`config.mk`:
```
export PLATFORM = sky130hd
export DESIGN_NAME = frv_gpr_writeback
export DESIGN_NICKNAME = d
export VERILOG_FILES = /design/src/rtl/frv_gpr_writeback.sv
export SDC_FILE = /design/constraint.sdc
export NUM_CORES = 1
export LEC_CHECK = 0
export ABC_AREA = 1
export ABC_CLOCK_PERIOD_IN_PS = 5400
export BUFFER_PORTS_ARGS = -buffer_cell sky130_fd_sc_hd__buf_2
export CORE_ASPECT_RATIO = 0.8
export CORE_MARGIN = 2
export CORE_UTILIZATION = 25
export DETAILED_ROUTE_END_ITERATION = 10
export SETUP_SLACK_MARGIN = 0.02
export SLEW_MARGIN = 5
export SYNTH_ARGS = -nofsm -noshare
export SYNTH_HDL_FRONTEND = slang
export SYNTH_SLANG_ARGS = --single-unit
```
`constraint.sdc`:
```
create_clock -name g_clk -period 5.4 [get_ports g_clk]
set_clock_uncertainty 0.1 [all_clocks]
set_input_delay 1.08 -clock g_clk [delete_from_list [all_inputs] [get_ports g_clk]]
set_output_delay 1.08 -clock g_clk [all_outputs]
set_load 0.01 [all_outputs]
```
`src/rtl/frv_gpr_writeback.sv`:
```
// GPR writeback stage: two producers into a result FIFO, one registered GPR write per cycle, rs busy scoreboard.
// Optional operand forwarding from pending results is enabled by defining FRV_WB_FWD_EN.
module frv_gpr_writeback #(
  parameter int DEPTH = 4
) (
  input  logic                     g_clk,
  input  logic                     g_reset,
  input  logic                     s0_valid,
  output logic                     s0_ready,
  input  logic [4:0]               s0_rd_addr,
  input  logic                     s0_wide,
  input  logic [31:0]              s0_wdata,
  input  logic [31:0]              s0_wdata_hi,
  input  logic                     s1_valid,
  output logic                     s1_ready,
  input  logic [4:0]               s1_rd_addr,
  input  logic                     s1_wide,
  input  logic [31:0]              s1_wdata,
  input  logic [31:0]              s1_wdata_hi,
  input  logic                     wb_hold,
  output logic                     rd_wen,
  output logic                     rd_wide,
  output logic [4:0]               rd_addr,
  output logic [31:0]              rd_wdata,
  output logic [31:0]              rd_wdata_hi,
  input  logic [4:0]               rs1_addr,
  input  logic [4:0]               rs2_addr,
  input  logic [4:0]               rs3_addr,
  output logic                     rs1_busy,
  output logic                     rs2_busy,
  output logic                     rs3_busy,
  output logic                     rs1_fwd_valid,
  output logic                     rs2_fwd_valid,
  output logic                     rs3_fwd_valid,
  output logic [31:0]              rs1_fwd_data,
  output logic [31:0]              rs2_fwd_data,
  output logic [31:0]              rs3_fwd_data,
  output logic                     err_wide_odd,
  output logic [$clog2(DEPTH):0]   occupancy
);

  localparam int AW = $clog2(DEPTH);

  typedef struct packed {
    logic        wide;
    logic [4:0]  addr;
    logic [31:0] lo;
    logic [31:0] hi;
  } wb_ent_t;

  wb_ent_t       mem [DEPTH];
  wb_ent_t       in_ent;
  wb_ent_t       out_ent;
  logic [AW-1:0] wptr, rptr;
  logic [AW:0]   cnt;
  logic          full, accepted, odd_wide, push, pop;

  assign full     = (cnt == (AW+1)'(DEPTH));
  assign s1_ready = !full;
  assign s0_ready = !full && !s1_valid;
  assign accepted = (s1_valid || s0_valid) && !full;

  // s1 has fixed priority, so whenever s1_valid is high the s0 payload is irrelevant
  assign in_ent = s1_valid ? '{wide: s1_wide, addr: s1_rd_addr, lo: s1_wdata, hi: s1_wdata_hi}
                           : '{wide: s0_wide, addr: s0_rd_addr, lo: s0_wdata, hi: s0_wdata_hi};

  assign odd_wide = accepted && in_ent.wide && in_ent.addr[0];
  assign push     = accepted && !odd_wide && !(in_ent.addr == 5'd0 && !in_ent.wide);
  assign pop      = (cnt != '0) && !wb_hold;
  assign occupancy = cnt;
  assign out_ent  = '{wide: rd_wide, addr: rd_addr, lo: rd_wdata, hi: rd_wdata_hi};

  always_ff @(posedge g_clk) begin
    if (push) mem[wptr] <= in_ent;
  end

  always_ff @(posedge g_clk or posedge g_reset) begin
    if (g_reset) begin
      wptr         <= '0;
      rptr         <= '0;
      cnt          <= '0;
      rd_wen       <= 1'b0;
      rd_wide      <= 1'b0;
      rd_addr      <= '0;
      rd_wdata     <= '0;
      rd_wdata_hi  <= '0;
      err_wide_odd <= 1'b0;
    end else begin
      err_wide_odd <= odd_wide;
      rd_wen       <= pop;
      if (push) wptr <= wptr + 1'b1;
      if (pop) begin
        rptr        <= rptr + 1'b1;
        rd_wide     <= mem[rptr].wide;
        rd_addr     <= mem[rptr].addr;
        rd_wdata    <= mem[rptr].lo;
        rd_wdata_hi <= mem[rptr].hi;
      end
      case ({push, pop})
        2'b10:   cnt <= cnt + 1'b1;
        2'b01:   cnt <= cnt - 1'b1;
        default: cnt <= cnt;
      endcase
    end
  end

  // A wide entry at an even address claims the register pair {A, A|1}
  function automatic logic hit(input wb_ent_t e, input logic [4:0] a);
    return e.wide ? (e.addr[4:1] == a[4:1]) : (e.addr == a);
  endfunction

  logic [4:0]    rs_a [3];
  logic          busy_v [3];
  logic [AW-1:0] idx;

  assign rs_a[0] = rs1_addr;
  assign rs_a[1] = rs2_addr;
  assign rs_a[2] = rs3_addr;

`ifdef FRV_WB_FWD_EN
  function automatic logic [31:0] sel(input wb_ent_t e, input logic [4:0] a);
    return (e.wide && a[0]) ? e.hi : e.lo;
  endfunction

  logic [31:0] fwd_d [3];
`endif

  // Scan oldest to youngest so the youngest match is the one left standing
  always_comb begin
    idx = '0;
    for (int p = 0; p < 3; p++) begin
      busy_v[p] = 1'b0;
`ifdef FRV_WB_FWD_EN
      fwd_d[p] = '0;
`endif
      if (rd_wen && hit(out_ent, rs_a[p])) begin
        busy_v[p] = 1'b1;
`ifdef FRV_WB_FWD_EN
        fwd_d[p] = sel(out_ent, rs_a[p]);
`endif
      end
      for (int k = 0; k < DEPTH; k++) begin
        idx = rptr + AW'(k);
        if (k < int'(cnt) && hit(mem[idx], rs_a[p])) begin
          busy_v[p] = 1'b1;
`ifdef FRV_WB_FWD_EN
          fwd_d[p] = sel(mem[idx], rs_a[p]);
`endif
        end
      end
      if (rs_a[p] == 5'd0) busy_v[p] = 1'b0;
    end
  end

  assign rs1_busy = busy_v[0];
  assign rs2_busy = busy_v[1];
  assign rs3_busy = busy_v[2];

`ifdef FRV_WB_FWD_EN
  assign rs1_fwd_valid = busy_v[0];
  assign rs2_fwd_valid = busy_v[1];
  assign rs3_fwd_valid = busy_v[2];
  assign rs1_fwd_data  = busy_v[0] ? fwd_d[0] : '0;
  assign rs2_fwd_data  = busy_v[1] ? fwd_d[1] : '0;
  assign rs3_fwd_data  = busy_v[2] ? fwd_d[2] : '0;
`else
  assign rs1_fwd_valid = 1'b0;
  assign rs2_fwd_valid = 1'b0;
  assign rs3_fwd_valid = 1'b0;
  assign rs1_fwd_data  = '0;
  assign rs2_fwd_data  = '0;
  assign rs3_fwd_data  = '0;
`endif

endmodule

```
==> reports/summary.txt, run 1 <==
Area growth syn-to-layout: 18.8%
Wl on met1: 22,000 um
Min cycle time layout: 4.18 ns
Via/cell ratio: 4.51
Seq pwr share: 0.393
Vias: 12,000
First-pass GRT wire length: 70,900 um
Clk pwr share: 0.243
Mean routed wirelength per cell: 18.0 um
Worst vdd ir: 0.255 mV
Final nets: 1,953
CP top delay family: simple AND/OR/NAND/NOR gates
Total track usage: 0.140
Cell mode on critical path: nand2_1
Post-CTS Setup Repair Bufs: 0
Count leader, synth: nand2_1
Pwr dens: 568 nW/um^2
Htree depth: 2
Final setup viols: 0
Io pins: 339
Fraction of registers with async set/reset: 0.220
Worst EP arrival: 3.00 ns
Vias in the first global route: 11,600
Filler Cells Inserted: 6,539
Synth Cell Area: 16,300 um^2
Die X: 290 um
Mapped Cells: 1,560
Core Box Area: 64,400 um^2
CP max stage delay: 0.42 ns
Share of the synthesized area in the top cell type: 0.515
Syn Area/Cell: 10.5 um^2
Relative slew margins: 0.344
Share of cells above drive strength 1: 0.189
DR WL met3: 4250 um
Worst Path Max Fanout: 36
Switching share of total power: 0.395
Skew-Pair Late Insertion Delay: 0.56 ns
Final slew viol count: 0
Crit start category: flop
Synth area leader: edfxtp_1
Buf/Inv on CP: 3
Antenna violations before repair: 4
Hold buffer count at cts: 0
Post-synth top flop: edfxtp_1
Static leakage: 7.92 nW
Clk sinks: 359
Root buffer cell: clkbuf_16
Post-route DRC: 0
Status: finished, final reports clean
Drt total wl: 47,900 um
Clock transition at the registers of the reported paths: 0.07 ns
Synthesis Warnings: 0
Post-synth EDFFs: 280
Switch Pwr: 4.35 mW
F_max: 239 MHz
Synth Register Bits: 359
CTS tree: built
Row cnt: 83
Top sig layer: met5
Crit-path slowest cell: inv_2
Die height: 233 um
DR iter-0 viols: 1,082
Post-synth cell types: 34
Die ar.: 67,400 um^2
CP Class: flop to primary output
Max_cap viols: 0
Power Internal: 6.68 mW
GR Overflow Total: 0
Pin count of the biggest net entering global routing: 133
Worst-margin pin slew: 0.983 ns
Fin Hold WS: 0.419 ns
GPL Wtd Cong: 0.860
Initial Util: 0.254
Clock Tree Buf Depth: 3
Area contributors post-synth: edfxtp_1 (51%), dfrtp_1 (12%), nand2_1 (12%)
Part of the Yosys area used for sequential elements: 0.636
Crit path cell chain: buf_4 -> inv_2 -> nand2_2 -> nand2_4 -> nand2_1 -> nand2_1 -> nand2_1 -> nand2_1 -> nand2_1 -> nor2_1 -> nand2_1 -> nand3_1 -> nor2_1 -> nor2_1 -> buf_2
Final hold vios: 0
Pre-CTS setup slack: 1.16 ns
Post-route ant nets: 0
Final WS setup: 1.22 ns
Met2 WL: 20,700 um
Tcrit/Tclk final: 0.774
Logic gate share of total power: 0.364
Req. time, crit path: 4.22 ns
First-pass DRT Iterations: 5
CP Capture Type: primary output
Commonest cells post-synth: nand2_1 (511), edfxtp_1 (280), nor2_1 (123)
TritonCTS Buffers: 40
Hold Path Class: flop to flop
DPL Wire Length: 32,000 um
Post-CTS sizing: 0
Fin Setup TNS: 0 ns
RSZ-0062 raised after global routing: no
Port bufs: 239
-- stage by stage --
| stage | cells | instance area, um^2 | util | power (mW) |
|---|---|---|---|---|
| after floorplan | 1658 | 16700 | - | 6.95 |
| after global placement | 2592 | 18100 | 0.281 | 8.39 |
| after detailed placement | 2592 | 18100 | 0.281 | 8.45 |
| after CTS | 2665 | 19400 | 0.301 | 11.1 |
| after global routing | 2666 | 19400 | 0.301 | 11.7 |
| final | 2666 | 19400 | 0.301 | 11.0 |
-- tightest hold or removal path: stages (launching register included) --
cell	delay (ns)
dfrtp_1	0.37
nand2_1	0.05
o21ai_0	0.06
-- cell type report --
type                            instances  area [um^2]  area share
Clock buffer                           48         1070      0.0552
Clock inverter                         25          230      0.0119
Sequential cell                       359        10400       0.535
Tap cell                              850         1060      0.0548
Inverter                               59          224      0.0115
Timing Repair Buffer                  253         1370      0.0704
Multi-Input combinational cell       1071         5070       0.261
Antenna cell                            1         2.50    0.000129
-- registers in the layout, summed over array words and instances (netlist names) --
register and cells:
wptr 2, rd_wide 1, occupancy 3, rd_wdata 32, mem 280, rd_wen 1, err_wide_odd 1, rd_addr 5
rptr 2, rd_wdata_hi 32
-- logic make-up (layout without fill, tap and decap cells) --
kind of cell | count (synthesis) | count (layout) | synth area share
AOI/OAI and AO/OA | 204 | 204 | 0.0894
xor gates and xnor gates | 10 | 10 | 0.00536
adders and majority gates | 9 | 9 | 0.00689
buffers and inverters | 228 | 385 | 0.0788
DFF | 359 | 359 | 0.636
other | 1 | 100 | 0.000230
and+or+nand+nor | 749 | 749 | 0.183
-- final timing paths --
kind | startpoint | end | slack, ns | depth (start not counted)
worst min register to register | rd_addr[2] | rd_addr[2] | 0.42 | 2
min in group asynchronous | g_reset | rd_addr[3] | 0.68 | 2
worst min-delay path | rd_addr[2] | rd_addr[2] | 0.42 | 2
max in group asynchronous | g_reset | rd_wdata_hi[13] | 3.56 | 3
worst max-delay path | rptr[0] | rs1_busy | 1.22 | 15
worst max register to register | occupancy[1] | mem[3][38] | 2.21 | 9
-- per-layer routing --
layer,vias to the layer above,global-route usage
li1,5667,-
met1,5782,0.198
met2,503,0.207
met3,68,0.0397
met4,6,0.0361
met5,-,0
-- power by group through the flow --
stage / Combinational (mW) / Clock (mW) / Sequential (mW)
after floorplan: 2.49 / 0 / 4.46
after global placement: 4.02 / 0 / 4.37
after detailed placement: 4.06 / 0 / 4.39
after CTS: 4.07 / 2.73 / 4.34
after global routing: 4.50 / 2.84 / 4.42
final: 4.02 / 2.68 / 4.34
-- cell usage in the layout (no fill, tap or decap), types with 26 or more instances in the layout --
master     instances
o21ai_0           26
nand3_1           93
buf_2            238
edfxtp_1         280
a41oi_1           51
dfrtp_1           79
a22oi_1           77
inv_1             51
clkbuf_16         41
nand2_1          511
nor2_1           119
conb_1            99
(Power assumes the default switching activity.)
==> inputs of run 2 (changes only) <==
ABC_CLOCK_PERIOD_IN_PS = 4300   (was 5400)
clock period = 4.3 ns   (was 5.4 ns; I/O delays follow)
==> reports/summary.txt, run 2 (synthesis results as in run 1) <==
Static leakage: 7.93 nW (+0.11%)
Hold Path Class: input pin to asynchronous set/reset pin
R2R setup slack: 1.35 ns (-0.86 ns)
GR Overflow Total: 0 (unchanged)
Crit start category: flop
Most flops, register: mem
Final std cells w/o fill: 2,670 (+0.15%)
Critical Path Stages: 14 (-1)
Fin Hold WS: 0.372 ns (-0.0467 ns)
M3 GR Usage: 0.0308 (-0.00892)
Met2 Usage GRT: 0.214 (+0.00640)
Die X: 290 um (unchanged)
Skew-Pair Late Insertion Delay: 0.56 ns (about the same)
First-pass GRT wire length: 70,000 um (-1.3%)
Max_cap viols: 0 (unchanged)
F_max: 254 MHz
Clock Tree Buf Depth: 3 (unchanged)
Worst-margin pin slew: 0.948 ns (-0.0351 ns)
First-pass DRT Iterations: 5 (unchanged)
Post-CTS Setup Repair Bufs: 0 (unchanged)
Worst R2R Start: occupancy[0]
Via/cell ratio: 4.51 (about the same)
Tcrit/Tclk final: 0.916
Pre-CTS setup slack: 0.659 ns (-0.505 ns)
Total track usage: 0.138 (-0.00153)
Share of cells above drive strength 1: 0.191 (+0.00168)
Final setup viols: 0 (unchanged)
Overall power: 13.8 mW (+25%)
Crit path cell chain: inv_2 -> nand2_2 -> nand2_4 -> nand2_1 -> nand2_1 -> nand2_1 -> nand2_1 -> nand2_1 -> nor2_1 -> nand2_1 -> nand3_1 -> nor2_1 -> nor2_1 -> buf_2
R2R depth: 9 (unchanged)
Fin Setup TNS: 0 ns (unchanged)
Htree depth: 2 (unchanged)
Buf/Inv on CP: 2 (-1)
TritonCTS Buffers: 40 (unchanged)
CTS tree: built
Io pins: 339 (unchanged)
Placed Cells incl. Taps: 2,596 (+0.15%)
Die ar.: 67,400 um^2 (unchanged)
Highest-count cells in the layout ignoring fill and taps: nand2_1 (511), edfxtp_1 (280), buf_2 (238)
Filler Cells Inserted: 6,594 (+0.84%)
Port bufs: 239 (unchanged)
Clk sinks: 359 (unchanged)
Die height: 233 um (unchanged)
Req. time, crit path: 3.34 ns (-0.88 ns)
Area growth syn-to-layout: 18.8% (about the same)
Crit-path slowest cell: dfrtp_1
Crit path capture: rs1_busy
Final slew viol count: 0 (unchanged)
Row cnt: 83 (unchanged)
Drt total wl: 47,400 um (-0.96%)
DPL Wire Length: 32,000 um (about the same)
Reg2reg end: mem[2][3]
Pin count of the biggest net entering global routing: 130 (-2.3%)
Pwr dens: 710 nW/um^2 (+25%)
Final hold vios: 0 (unchanged)
Commonest non-fill, non-tap cell in the layout: nand2_1
Cell mode on critical path: nand2_1
Core Box Area: 64,400 um^2 (unchanged)
Antenna violations before repair: 0 (-4)
Mean routed wirelength per cell: 17.8 um (-1.1%)
Worst vdd ir: 0.388 mV (+52%)
Global routing's busiest layer: met2
Grt met1 use: 0.194 (-0.00466)
Root buffer cell: clkbuf_16
Vias in the first global route: 11,500 (-1.1%)
Clock transition at the registers of the reported paths: 0.06 ns (about the same)
Post-route DRC: 0 (unchanged)
Worst EP arrival: 2.98 ns (-0.02 ns)
CP startpoint: rptr[1]
CP top delay family: simple AND/OR/NAND/NOR gates
Max reg flops: 280 (unchanged)
Relative slew margins: 0.367 (+0.0225)
Initial Util: 0.254 (unchanged)
Final nets: 1,957 (+0.20%)
Vias: 12,100 (+0.21%)
Worst Path Max Fanout: 16 (-56%)
Post-CTS sizing: 0 (unchanged)
Status: finished, final reports clean
DR iter-0 viols: 953 (-12%)
CP Capture Type: primary output
GPL Wtd Cong: 0.875 (+1.7%)
Hold buffer count at cts: 0 (unchanged)
CP max stage delay: 0.59 ns (+0.17 ns)
CP Class: flop to primary output
Min cycle time layout: 3.94 ns
Post-route ant nets: 0 (unchanged)
Regs by FF count: mem (280), rd_wdata (32), rd_wdata_hi (32)
Final WS setup: 0.360 ns (-0.861 ns)
N_diodes: 0 (-1)
RSZ-0062 raised after global routing: no
-- run 2: cell types whose count changed in the layout (fill, tap and decap cells not counted), sizes merged --
| cell | previous run | this run |
|---|---|---|
| diode | 1 | 0 |
| clkinv | 17 | 15 |
| clkbuf | 48 | 52 |
| buf | 253 | 257 |
| inv | 64 | 63 |
-- run 2: metrics by stage --
step                      instance area (um^2)   util
after floorplan                          16700      -
after global placement                   18100  0.281
after detailed placement                 18100  0.281
after CTS                                19400  0.301
after global routing                     19400  0.301
final                                    19400  0.301
-- run 2: per-layer routing --
layer | wire length, um | up-vias
met1 | 21600 | 5806
met4 | 886 | 0
met2 | 21200 | 503
met3 | 3770 | 65
met5 | 0 | -
li1 | - | 5677
-- run 2: final cells by class --
type	instances	area (um^2)	share of cell area
Tap cell	850	1060	0.0548
Clock buffer	52	1100	0.0566
Sequential cell	359	10400	0.535
Multi-Input combinational cell	1071	5070	0.261
Timing Repair Buffer	257	1380	0.0713
Clock inverter	22	183	0.00942
Inverter	59	224	0.0115
-- run 2: worst register-to-register path, cell delays in order (launching register included) --
cell and delay [ns]:
dfrtp_1 0.46, inv_1 0.13, ha_1 0.25, nand2_1 0.09, o21ai_0 0.19, nor2_1 0.13
nor2_1 0.13, o21ai_2 0.21, nor2_4 0.61, buf_12 0.31
-- run 2: how the worst min path moves through the flow --
stage / end / slack (ns) / cells past startpoint
2_1_floorplan: rd_wdata[0] / 0.41 / 2
3_3_place_gp: rd_addr[2] / 0.39 / 2
3_5_place_dp: rd_addr[2] / 0.40 / 2
4_1_cts: rd_wen / 0.38 / 2
5_1_grt: rd_wen / 0.40 / 2
6_report: rd_addr[0] / 0.37 / 2
-- run 2: report_power, final --
part,switching [mW],internal (mW)
clock,1.37,1.94
sequential,0.500,4.95
combinational,3.51,1.51
